<file path="config.mk">
export PLATFORM = sky130hd
export DESIGN_NAME = ed25519_host_if
export DESIGN_NICKNAME = d
export VERILOG_FILES = /design/src/rtl/ed25519_pkg.sv /design/src/rtl/ed25519_host_if.sv
export SDC_FILE = /design/constraint.sdc
export NUM_CORES = 2
export LEC_CHECK = 0
export ABC_AREA = 1
export CAP_MARGIN = 10
export CORE_AREA = 2 2 547 549
export CTS_BUF_LIST = sky130_fd_sc_hd__clkbuf_16
export DETAILED_ROUTE_END_ITERATION = 16
export DIE_AREA = 0 0 549 551
export GPL_ROUTABILITY_DRIVEN = 0
export RECOVER_POWER = 50
export SLEW_MARGIN = 20
export SYNTH_ARGS = -nofsm -noshare
export SYNTH_HDL_FRONTEND = slang
export SYNTH_SLANG_ARGS = --single-unit
</file>
<file path="constraint.sdc">
create_clock -name i_clk -period 44.2 [get_ports i_clk]
set_input_delay 8.84 -clock i_clk [delete_from_list [all_inputs] [get_ports i_clk]]
set_output_delay 8.84 -clock i_clk [all_outputs]
set_load 0.02 [all_outputs]
</file>
<file path="src/rtl/ed25519_pkg.sv">
// ed25519_pkg: shared FSM state type and framing constants for the ed25519 host interface and core
package ed25519_pkg;
  localparam int COORD_W     = 255;
  localparam int BEAT_W      = 64;
  localparam int N_IN_BEATS  = 12;
  localparam int N_OUT_BEATS = 8;
  typedef enum logic [1:0] {IDLE, SEND, RECV, DONE} state_e;
endpackage

</file>
<file path="src/rtl/ed25519_host_if.sv">
// ed25519_host_if: frames one {M,x,y} request into 12 beats for the core and collects 8 result beats
//   i_clk/i_rst                       clock, async active-high reset
//   i_req_valid/o_req_ready/i_M/i_x/i_y   request side
//   o_in_valid/o_in_data/i_in_ready   stream to core
//   i_out_valid/i_out_data/o_out_ready    stream from core
//   o_rsp_valid/i_rsp_ready/o_rx/o_ry response side; o_busy high outside IDLE
module ed25519_host_if
  import ed25519_pkg::*;
(
  input  logic               i_clk,
  input  logic               i_rst,
  input  logic               i_req_valid,
  output logic               o_req_ready,
  input  logic [COORD_W-1:0] i_M,
  input  logic [COORD_W-1:0] i_x,
  input  logic [COORD_W-1:0] i_y,
  output logic               o_in_valid,
  output logic [BEAT_W-1:0]  o_in_data,
  input  logic               i_in_ready,
  input  logic               i_out_valid,
  input  logic [BEAT_W-1:0]  i_out_data,
  output logic               o_out_ready,
  output logic               o_rsp_valid,
  input  logic               i_rsp_ready,
  output logic [COORD_W-1:0] o_rx,
  output logic [COORD_W-1:0] o_ry,
  output logic               o_busy
);
  state_e state_q, state_d;
  logic [3:0] cnt_q, cnt_d;
  logic [N_IN_BEATS-1:0][BEAT_W-1:0] frame_q, frame_d;
  logic [N_OUT_BEATS-1:0][BEAT_W-1:0] res_q, res_d;
  logic in_valid_q, in_valid_d;
  logic [BEAT_W-1:0] in_data_q, in_data_d;
  logic out_ready_q, out_ready_d;
  logic [3:0] send_idx;
  logic [2:0] recv_idx;
  logic [N_OUT_BEATS*BEAT_W-1:0] res_flat;
  logic unused_pad;
  // beat k lives in packed element (last-k), so the next send beat is one below the current
  assign send_idx = 4'(N_IN_BEATS - 2) - cnt_q;
  assign recv_idx = 3'(N_OUT_BEATS - 1) - cnt_q[2:0];
  always_ff @(posedge i_clk or posedge i_rst) begin
    if (i_rst) begin
      state_q     <= IDLE;
      cnt_q       <= '0;
      frame_q     <= '0;
      res_q       <= '0;
      in_valid_q  <= 1'b0;
      in_data_q   <= '0;
      out_ready_q <= 1'b0;
    end else begin
      state_q     <= state_d;
      cnt_q       <= cnt_d;
      frame_q     <= frame_d;
      res_q       <= res_d;
      in_valid_q  <= in_valid_d;
      in_data_q   <= in_data_d;
      out_ready_q <= out_ready_d;
    end
  end
  always_comb begin
    state_d    = state_q;
    cnt_d      = cnt_q;
    frame_d    = frame_q;
    res_d      = res_q;
    in_valid_d = in_valid_q;
    in_data_d  = in_data_q;
    case (state_q)
      IDLE: if (i_req_valid) begin
        state_d    = SEND;
        cnt_d      = '0;
        frame_d    = {1'b0, i_M, 1'b0, i_x, 1'b0, i_y};
        in_valid_d = 1'b1;
        in_data_d  = frame_d[4'(N_IN_BEATS - 1)];
      end
      SEND: if (in_valid_q && i_in_ready) begin
        if (cnt_q == 4'(N_IN_BEATS - 1)) begin
          state_d    = RECV;
          cnt_d      = '0;
          in_valid_d = 1'b0;
        end else begin
          cnt_d     = cnt_q + 4'd1;
          in_data_d = frame_q[send_idx];
        end
      end
      RECV: if (i_out_valid && out_ready_q) begin
        res_d[recv_idx] = i_out_data;
        state_d = (cnt_q == 4'(N_OUT_BEATS - 1)) ? DONE : RECV;
        cnt_d   = (cnt_q == 4'(N_OUT_BEATS - 1)) ? 4'd0 : cnt_q + 4'd1;
      end
      DONE: if (i_rsp_ready) state_d = IDLE;
      default: state_d = IDLE;
    endcase
    out_ready_d = (state_d == RECV);
  end
  assign res_flat    = res_q;
  // the top bit of each 256-bit half is framing padding and never reaches the outputs
  assign unused_pad  = res_flat[2*COORD_W+1] ^ res_flat[COORD_W];
  assign o_rx        = res_flat[2*COORD_W:COORD_W+1];
  assign o_ry        = res_flat[COORD_W-1:0];
  assign o_req_ready = (state_q == IDLE) && !i_rst;
  assign o_in_valid  = in_valid_q;
  assign o_in_data   = in_data_q;
  assign o_out_ready = out_ready_q;
  assign o_rsp_valid = (state_q == DONE);
  assign o_busy      = (state_q != IDLE);
endmodule
</file>
==> impl_metrics.json <==
{
  "outcome": "complete, but fails checks",
  "violations": "max-capacitance violations, max-slew violations",
  "fillCellCount": 31960,
  "endpoint_kind": "flop",
  "netlist_area_um2": 58080,
  "hold_ws_ns": 0.4723,
  "dpl.hpwl_mm": 221.4,
  "grt.total_usage": 0.1872,
  "drt_first_pass_iters": 6,
  "rr_startpoint": "state_q[1]$_DFF_PP0_",
  "crit_type": "input pin to flop",
  "numPortBuffers": 1413,
  "holdPathEnd": "o_ry[225]$_DFFE_PP0P_",
  "cts_hold_buf": 0,
  "use_met2": 0.2998,
  "finalMaxSlewViolations": 1943,
  "fin_worst_skew_ns": 0.09769,
  "swShare": 0.2664,
  "wl_per_cell_um": 23.78,
  "cts_buffers": 165,
  "grt_first_pass_wirelength_mm": 399.1,
  "holdCritPathClass": "flop to flop",
  "drcViolationCount": 0,
  "synth_top_area_cell": "dfrtp_1",
  "synth-xor-area-share": 0.0003016,
  "synth_top_cell_area_share": 0.5803,
  "cts_resized": 0,
  "drive_gt1_frac": 0.03714,
  "arrival_ns": 22.86,
  "cp.required_ns": 44.89,
  "final.min_clock_period_ns": 22.17,
  "power_switching_uw": 772.2,
  "maxSlewHeadroom": -4.247,
  "ys_seq_area_frac": 0.5803,
  "syn_to_final_growth_pct": 39.82,
  "ys_ff_latch": 1347,
  "clk_pin_slew_ns": 0.06,
  "pwr_density_cell_nw_per_um2": 35.69,
  "cts-htree-levels": 4,
  "period_share": 0.5015,
  "ant_nets": 0,
  "r2r_slack_ns": 29.85,
  "peakVddDrop_mv": 0.02880,
  "gr-total-overflow": 0,
  "synth_compound_area_frac": 0.1084,
  "io_pins": 1414,
  "drt_iter0_markers": 5332,
  "viasPerCell": 4.235,
  "pwr-share-comb": 0.093,
  "layout_common_cells": "nand2_1, dfrtp_1, o21ai_0",
  "r2r-end": "frame_q[439]$_DFFE_PP0P_",
  "grt_pass1_vias": 50800,
  "hold_viol": 0,
  "core_area_um2": 296300,
  "post-route-util": 0.2741,
  "layout_commonest_cell": "nand2_1",
  "timing.fmax_ghz": 0.04511,
  "pre_cts_ws_ns": 25.03,
  "root_buffer": "clkbuf_16",
  "syn_inst": 7076,
  "power.leakage_nw": 38.14,
  "clock_latency_ns": 0.88,
  "fin_ws_ns": 22.03,
  "crit_fanout": 191,
  "cts_tree": "done",
  "wirelength_mm": 294.9,
  "fin_nets": 9118,
  "clockPowerShare": 0.479,
  "synthTopCellsByArea": "dfrtp_1, nand2_1, o21ai_0",
  "grt_most_used_layer": "met2",
  "tightestPinTransition_ns": 7.871,
  "cts_sinks": 1347,
  "cp-start-kind": "input pin",
  "intPower_mw": 2.127,
  "worstRegToRegCells": 9,
  "rsz0062_at_grt": "false",
  "synth_nets": 7918,
  "synthSimpleGateAreaFrac": 0.2248,
  "clockBufferDepth": 4,
  "use_met1": 0.2284,
  "start_util": 0.1960,
  "yosys_warnings": 0,
  "synthAdderAreaFrac": 0.001508,
  "synth_top_family_by_area": "simple AND/OR/NAND/NOR gates",
  "die_x_um": 549,
  "avgSynthCellArea_um2": 8.208,
  "min_path_cells": 2,
  "postCtsSetupBuffers": 0,
  "yosysUniqueCellTypes": 28,
  "worstHoldStart": "o_ry[225]$_DFFE_PP0P_",
  "vias": 52520,
  "use_met3": 0.05658,
  "fin_tns_setup_ns": 0,
  "synth.area.mux_share": 0,
  "antenna_found_initial": 101,
  "maxCapViolations": 25,
  "setup_viol": 0,
  "rows": 200,
  "dieArea_um2": 302500,
  "p_seq_frac": 0.428,
  "die_h_um": 551,
  "grt_max_degree": 192
}
## worst max path at each step
| stage | slack, ns | cells past startpoint | startpoint | endpoint |
|---|---|---|---|---|
| 2_1_floorplan | 16.73 | 1 | i_rst | cnt_q[0]$_DFFE_PP0P_ |
| 3_3_place_gp | 25.03 | 3 | i_rst | o_req_ready |
| 3_5_place_dp | 25.03 | 3 | i_rst | o_req_ready |
| 4_1_cts | 25.03 | 3 | i_rst | o_req_ready |
| 5_1_grt | 20.34 | 9 | i_req_valid | frame_q[657]$_DFFE_PP0P_ |
| 6_report | 22.03 | 8 | i_req_valid | frame_q[439]$_DFFE_PP0P_ |
## per-layer routing
layer / routed length (um) / up-vias
li1: - / 24560
met1: 117700 / 25320
met2: 135000 / 2128
met3: 26590 / 475
met4: 15380 / 38
met5: 254 / -
## cell type report
class / instances / area [um2] / share of cell area
diodes: 61 / 152.6 / 0.001880
multi-input cells: 4509 / 19490 / 0.2400
inverters: 768 / 2909 / 0.03582
well taps: 3939 / 4928 / 0.06069
flip-flops and latches: 1347 / 33710 / 0.4151
clock buffers: 166 / 4154 / 0.05115
clock inverters: 126 / 1230 / 0.01514
repair buffers: 1485 / 14640 / 0.1802
## worst max-delay path, stage by stage
cell	delay [ns]
dlygate4sd3_1	0.58
nand2_2	0.07
clkbuf_1	2.79
clkinvlp_2	4.83
clkbuf_1	3.11
buf_4	1.37
buf_4	0.52
o21ai_0	0.37
## per-stage QoR
stage	cell area [um2]	instances	total power, mW
after floorplan	58090	7076	1.355
after global placement	75870	12050	1.544
after detailed placement	75870	12050	1.543
after CTS	81250	12340	2.944
after global routing	81170	12380	2.997
final	81210	12400	2.899
## flip-flops by register name, indices dropped and copies added, names as in the netlist
register	cells
frame_q	765
o_rx	255
o_ry	255
o_in_data	64
cnt_q	4
state_q	2
o_in_valid	1
o_out_ready	1
## power groups by stage
stage | logic [mW] | registers (mW) | clock network (mW)
6_report | 0.270 | 1.24 | 1.39
3_5_place_dp | 0.281 | 1.26 | 0
4_1_cts | 0.282 | 1.24 | 1.42
5_1_grt | 0.290 | 1.24 | 1.47
2_1_floorplan | 0.0868 | 1.27 | 0
3_3_place_gp | 0.282 | 1.26 | 0
## cells in the mapped netlist
cell      number
nor2_4         2
buf_2        225
o21ai_1       19
inv_4          1
o21a_1        64
buf_1         34
ha_1           7
nand3b_1       1
nor3_2         1
nand4_1        4
nor4_2         1
inv_1        762
a21oi_1      211
inv_2          5
or2_2          1
nand4_2        1
nor2_1       485
nand2_2        4
nand3_1      552
nor3_4         1
buf_4         14
xor2_1         1
nor3_1         1
o21ai_0      932
xnor2_1        1
nand2_1     2220
clkbuf_1     179
dfrtp_1     1347
## cell families after synthesis
logic type                 count (synthesis)
DFF                                     1347
and+or+nand+nor                         3274
xor gates and xnor gates                   2
buffers and inverters                   1220
AOI/OAI and AO/OA                       1226
adders and majority gates                  7
Power figures use the tool's default switching activity.
